==> config.mk <==
export PLATFORM = sky130hd
export DESIGN_NAME = mem_access_ctrl_flat
export DESIGN_NICKNAME = d
export VERILOG_FILES = /design/src/rtl/mem_access_ctrl_if.sv /design/src/rtl/mem_access_ctrl.sv /design/src/flat_wrapper.sv
export SDC_FILE = /design/constraint.sdc
export NUM_CORES = 1
export LEC_CHECK = 0
export CORE_AREA = 2 2 39 41
export DETAILED_ROUTE_END_ITERATION = 8
export DIE_AREA = 0 0 41 43
export GPL_TIMING_DRIVEN = 0
export MAX_ROUTING_LAYER = met4
export PLACE_DENSITY_LB_ADDON = 0.2
export SLEW_MARGIN = 20
export SYNTH_ARGS = -nofsm -noshare
export SYNTH_HDL_FRONTEND = slang
export SYNTH_SLANG_ARGS = --single-unit
==> constraint.sdc <==
create_clock -name Clk -period 2.5 [get_ports Clk]
set_clock_uncertainty 0.05 [all_clocks]
set_input_delay 0.25 -clock Clk [delete_from_list [all_inputs] [get_ports Clk]]
set_output_delay 0.25 -clock Clk [all_outputs]
set_load 0.03 [all_outputs]
==> src/rtl/mem_access_ctrl_if.sv <==
// Handshake/strobe bundle between the CPU control FSM, the MDR and SRAM.
// MEM_STATS_EN adds the Rd_Count/Wr_Count statistics outputs.
interface mem_access_ctrl_if;
  logic Rd_Req;
  logic Wr_Req;
  logic Mem_Stall;
  logic MIO_EN;
  logic LD_MDR;
  logic Mem_OE_n;
  logic Mem_WE_n;
  logic Busy;
  logic Done;
`ifdef MEM_STATS_EN
  logic [15:0] Rd_Count;
  logic [15:0] Wr_Count;
`endif

  modport master (
    output Rd_Req, Wr_Req, Mem_Stall,
    input  MIO_EN, LD_MDR, Mem_OE_n, Mem_WE_n, Busy, Done
`ifdef MEM_STATS_EN
    , input Rd_Count, Wr_Count
`endif
  );

  modport slave (
    input  Rd_Req, Wr_Req, Mem_Stall,
    output MIO_EN, LD_MDR, Mem_OE_n, Mem_WE_n, Busy, Done
`ifdef MEM_STATS_EN
    , output Rd_Count, Wr_Count
`endif
  );
endinterface

==> src/rtl/mem_access_ctrl.sv <==
// One-transaction-at-a-time memory sequencer for the SLC-3 MDR/SRAM path.
// Optional MEM_STATS_EN macro adds completed read/write counters.
module mem_access_ctrl #(
  parameter int unsigned CNT_W      = 4,
  parameter int unsigned READ_WAIT  = 1,
  parameter int unsigned WRITE_WAIT = 1
) (
  input logic              Clk,
  input logic              Reset,
  mem_access_ctrl_if.slave bus
);

  typedef enum logic [2:0] {
    S_IDLE     = 3'd0,
    S_RD_WAIT  = 3'd1,
    S_RD_LATCH = 3'd2,
    S_WR_WAIT  = 3'd3,
    S_DONE     = 3'd4
  } state_t;

  state_t           state, state_next;
  logic [CNT_W-1:0] cnt, cnt_next;
  logic             mio_next, ld_next, oe_n_next, we_n_next, busy_next, done_next;

  // State, counter and outputs; outputs are registered from the next-state decode
  always_ff @(posedge Clk or posedge Reset) begin
    if (Reset) begin
      state        <= S_IDLE;
      cnt          <= '0;
      bus.MIO_EN   <= 1'b0;
      bus.LD_MDR   <= 1'b0;
      bus.Mem_OE_n <= 1'b1;
      bus.Mem_WE_n <= 1'b1;
      bus.Busy     <= 1'b0;
      bus.Done     <= 1'b0;
    end else begin
      state        <= state_next;
      cnt          <= cnt_next;
      bus.MIO_EN   <= mio_next;
      bus.LD_MDR   <= ld_next;
      bus.Mem_OE_n <= oe_n_next;
      bus.Mem_WE_n <= we_n_next;
      bus.Busy     <= busy_next;
      bus.Done     <= done_next;
    end
  end

  // Next-state and wait-counter logic
  always_comb begin
    state_next = state;
    cnt_next   = cnt;
    case (state)
      S_IDLE: begin
        if (bus.Rd_Req) begin
          state_next = S_RD_WAIT;
          cnt_next   = CNT_W'(READ_WAIT);
        end else if (bus.Wr_Req) begin
          state_next = S_WR_WAIT;
          cnt_next   = CNT_W'(WRITE_WAIT);
        end
      end
      S_RD_WAIT: begin
        if (!bus.Mem_Stall) begin
          if (cnt != '0) cnt_next = cnt - CNT_W'(1);
          else           state_next = S_RD_LATCH;
        end
      end
      S_RD_LATCH: state_next = S_DONE;
      S_WR_WAIT: begin
        if (!bus.Mem_Stall) begin
          if (cnt != '0) cnt_next = cnt - CNT_W'(1);
          else           state_next = S_DONE;
        end
      end
      S_DONE: state_next = S_IDLE;
      default: begin
        state_next = S_IDLE;
        cnt_next   = '0;
      end
    endcase
  end

  // Moore output decode of the state about to be registered
  always_comb begin
    mio_next  = 1'b0;
    ld_next   = 1'b0;
    oe_n_next = 1'b1;
    we_n_next = 1'b1;
    busy_next = 1'b0;
    done_next = 1'b0;
    case (state_next)
      S_RD_WAIT: begin
        mio_next  = 1'b1;
        oe_n_next = 1'b0;
        busy_next = 1'b1;
      end
      S_RD_LATCH: begin
        mio_next  = 1'b1;
        ld_next   = 1'b1;
        oe_n_next = 1'b0;
        busy_next = 1'b1;
      end
      S_WR_WAIT: begin
        we_n_next = 1'b0;
        busy_next = 1'b1;
      end
      S_DONE:  done_next = 1'b1;
      default: ;
    endcase
  end

`ifdef MEM_STATS_EN
  logic last_rd;

  // Count only transactions that actually reach DONE
  always_ff @(posedge Clk or posedge Reset) begin
    if (Reset) begin
      last_rd      <= 1'b0;
      bus.Rd_Count <= '0;
      bus.Wr_Count <= '0;
    end else begin
      if (state == S_IDLE && state_next == S_RD_WAIT) last_rd <= 1'b1;
      else if (state == S_IDLE && state_next == S_WR_WAIT) last_rd <= 1'b0;
      if (state == S_DONE) begin
        if (last_rd) bus.Rd_Count <= bus.Rd_Count + 16'd1;
        else         bus.Wr_Count <= bus.Wr_Count + 16'd1;
      end
    end
  end
`endif

endmodule

==> src/flat_wrapper.sv <==
// flat-port wrapper written by rule: the top's interface ports become plain ports
module mem_access_ctrl_flat 
#(
  parameter int unsigned CNT_W      = 4,
  parameter int unsigned READ_WAIT  = 1,
  parameter int unsigned WRITE_WAIT = 1
)
  (Clk, Reset, bus_Rd_Req, bus_Wr_Req, bus_Mem_Stall, bus_MIO_EN, bus_LD_MDR, bus_Mem_OE_n, bus_Mem_WE_n, bus_Busy, bus_Done);
  mem_access_ctrl_if bus_i ();
  input logic Clk;
  input logic Reset;
  input wire logic [$bits(bus_i.Rd_Req)-1:0] bus_Rd_Req;
  input wire logic [$bits(bus_i.Wr_Req)-1:0] bus_Wr_Req;
  input wire logic [$bits(bus_i.Mem_Stall)-1:0] bus_Mem_Stall;
  output wire logic [$bits(bus_i.MIO_EN)-1:0] bus_MIO_EN;
  output wire logic [$bits(bus_i.LD_MDR)-1:0] bus_LD_MDR;
  output wire logic [$bits(bus_i.Mem_OE_n)-1:0] bus_Mem_OE_n;
  output wire logic [$bits(bus_i.Mem_WE_n)-1:0] bus_Mem_WE_n;
  output wire logic [$bits(bus_i.Busy)-1:0] bus_Busy;
  output wire logic [$bits(bus_i.Done)-1:0] bus_Done;
  assign bus_i.Rd_Req = bus_Rd_Req;
  assign bus_i.Wr_Req = bus_Wr_Req;
  assign bus_i.Mem_Stall = bus_Mem_Stall;
  assign bus_MIO_EN = bus_i.MIO_EN;
  assign bus_LD_MDR = bus_i.LD_MDR;
  assign bus_Mem_OE_n = bus_i.Mem_OE_n;
  assign bus_Mem_WE_n = bus_i.Mem_WE_n;
  assign bus_Busy = bus_i.Busy;
  assign bus_Done = bus_i.Done;
  mem_access_ctrl #(.CNT_W(CNT_W), .READ_WAIT(READ_WAIT), .WRITE_WAIT(WRITE_WAIT)) u_core (.Clk(Clk), .Reset(Reset), .bus(bus_i));
endmodule
==> impl_metrics.ini <==
[clocking]
cts_sinks = 13
cts_buffer_depth = 2
cts_resized = 0
clock_latency_ps = 280
cts_buffers = 3
ctsRootBufferMaster = clkbuf_4
hold_buffers = 0
cts_tree = built
h-tree-depth = 1
clk_pin_slew_worst_paths_ps = 80
post_cts_buffers = 0

[worst_setup_path]
r2r_start = u_core.cnt[0]
cp.arrival_ps = 1450
critPathKind = reg -> out
path_buf_inv = 1
crit_family = buffers and inverters
cp_slowest_stage_delay_ps = 660
cpMaxStageDelayCell = clkdlybuf4s50_1
critPathLaunch = u_core.bus.Mem_OE_n
cp_max_fo = 1
required_ps = 2200
end_kind = output pin
worstPathCellList = clkdlybuf4s50_1
start_kind = register

[die]
die_h_um = 43
num_rows = 14
initial_utilization_pct = 47.9
die-area_um2 = 1760
core_region_area_um2 = 1380
ios = 11
die_w_um = 41

[cells_and_area]
area_growth_pct = 22.1
drive_gt1_share_pct = 15.8
fin_area_um2 = 810
layout.nets = 84
num_antenna_cells = 0

[sta]
worst_slew_pin_slew_ps = 489
max_freq_mhz = 570
hold_violations = 0
tns_ps = 0
rsz0062_at_grt = false
slew-limit-headroom_pct = 67.4
setup_violations = 0
fin_crit_sh_pct = 70.2
finalWorstSetupSlack_ps = 745
slew_violations = 0
fin_crit_ps = 1750

[min_path]
hp-class = in -> async

[placed_design]
pre_cts_slack_ps = 658
gp_congestion = 0.726
place_hpwl_um = 849
place_area_um2 = 783
port_buffers = 10

[pwr]
seq_power_share_pct = 36.5
vdd_drop_max_uv = 472
p_leak_uw = 0.000381
combPwrFrac_pct = 50.1
power_density_nw_per_um2 = 1200
switching_power_uw = 391
intPower_uw = 578
pwr-share-clk_pct = 13.4
swShare_pct = 40.3

[drt]
drc_errors = 0
vias = 512
drt-initial-drc-count = 1
ant_nets = 0
drt-wirelength-per-cell_um = 12.4
dr.pass1.iters = 3
routed_wl_um = 1150
vias_per_cell = 5.57

[yosys]
postSynth.asyncResetShare_pct = 100
syn_inst = 62
yosys_register_bits = 13
yosysUniqueCellTypes = 27
ys.flop_type = dfrtp_1
synth_edf_count = 0
yosysTopAreaCellShare_pct = 41.5
synthMostInstantiatedCell = dfrtp_1
synth_top_area_cell = dfrtp_1
synth_area_um2 = 663
syn_area_per_cell_um2 = 10.7
yosys_warnings = 0
ys_top_cells_by_area = dfrtp_1 (42%), dfstp_2 (7.9%), o21a_1 (4.5%), a211o_1 (4.0%), a211oi_2 (3.8%)
ys_seq_area_share_pct = 49.4
synth_nets = 69
synthTopCellsByCount = dfrtp_1 (11), inv_1 (6), o21a_1 (4)

[global_route]
grt_max_degree = 14
antenna_found_initial = 0
grt_pass1_vias = 535
grt-ovfl-total = 0
grt_usage_pct = 18.6
grt_pass1_wl_um = 2170

[flow_run]
maxCapViolations = 0

[run_status]
status = finished, final reports clean
## layer usage
layer | share of wire, % | wire length [um] | track usage (%)
met5 | 0 | 0 | -
met4 | 2.2 | 25 | 10.0
met3 | 3.7 | 42 | 4.71
met2 | 50 | 574 | 28.7
met1 | 44 | 503 | 21.1
## final cells by class
| type | count | area [um^2] |
|---|---|---|
| multi-input combinational | 40 | 298 |
| buffer | 3 | 15.0 |
| sequential | 13 | 328 |
| fill | 135 | 574 |
| tap | 16 | 20.0 |
| inverter | 6 | 22.5 |
| clock buffer | 4 | 26.3 |
| timing repair buffer | 10 | 100 |
## worst reg2reg max path, delay by kind of cell (launching register included)
family	cells	cell delay [ps]
DFF	1	430
AOI/OAI and AO/OA	1	110
buffers and inverters	2	280
adders and majority gates	1	160
and+or+nand+nor	2	520
## state kept, by name, summed over array words and instances, names as in the netlist
name and cells:
u_core.bus.MIO_EN 1, u_core.bus.Busy 1, u_core.cnt 4, u_core.bus.Mem_OE_n 1, u_core.bus.LD_MDR 1, u_core.bus.Mem_WE_n 1, u_core.bus.Done 1, u_core.state 3
## cells in the final DEF (no fill, tap or decap), types with 3 or more instances in the layout
| master | instances |
|---|---|
| o21a_1 | 4 |
| dfrtp_1 | 11 |
| a211o_1 | 3 |
| nor2_1 | 3 |
| nand2b_1 | 3 |
| clkdlybuf4s50_1 | 10 |
| nor4_1 | 3 |
| clkbuf_4 | 3 |
| buf_2 | 3 |
| inv_1 | 6 |
## per-stage QoR
step / power (uW) / hold WS (ps) / instances / util [%]
detailed placement: 848 / 490 / 88 / 56.6
global route: 1060 / 311 / 92 / 58.5
floorplan: 705 / 75.5 / 62 / -
CTS: 982 / 256 / 92 / 58.5
global placement: 835 / 484 / 88 / 56.6
finish: 968 / 242 / 92 / 58.5
## power groups by stage
stage	Combinational [uW]	Sequential, uW	Clock, uW
floorplan	281	423	0
global placement	481	354	0
detailed placement	490	357	0
CTS	492	354	136
global route	544	368	145
finish	485	353	130
## cells by family (layout without fill, tap and decap cells)
| family | Yosys count | count (layout) | share of synthesized area (%) |
|---|---|---|---|
| buffers and inverters | 9 | 23 | 5.66 |
| and+or+nand+nor | 20 | 20 | 19.2 |
| DFF | 13 | 13 | 49.4 |
| adders and majority gates | 2 | 2 | 3.77 |
| AOI/OAI and AO/OA | 18 | 18 | 21.9 |
## worst paths after layout
| kind | end | slack (ps) | depth (start not counted) |
|---|---|---|---|
| min | u_core.cnt[0] | 240 | 2 |
| max in group asynchronous | u_core.bus.Mem_OE_n | 1800 | 2 |
| max reg2reg | u_core.state[1] | 830 | 6 |
| min in group Clk | u_core.cnt[1] | 510 | 1 |
| max | bus_Mem_OE_n | 750 | 1 |
| min reg2reg | u_core.cnt[1] | 510 | 1 |
No activity file was read; power rests on OpenSTA's default activity.
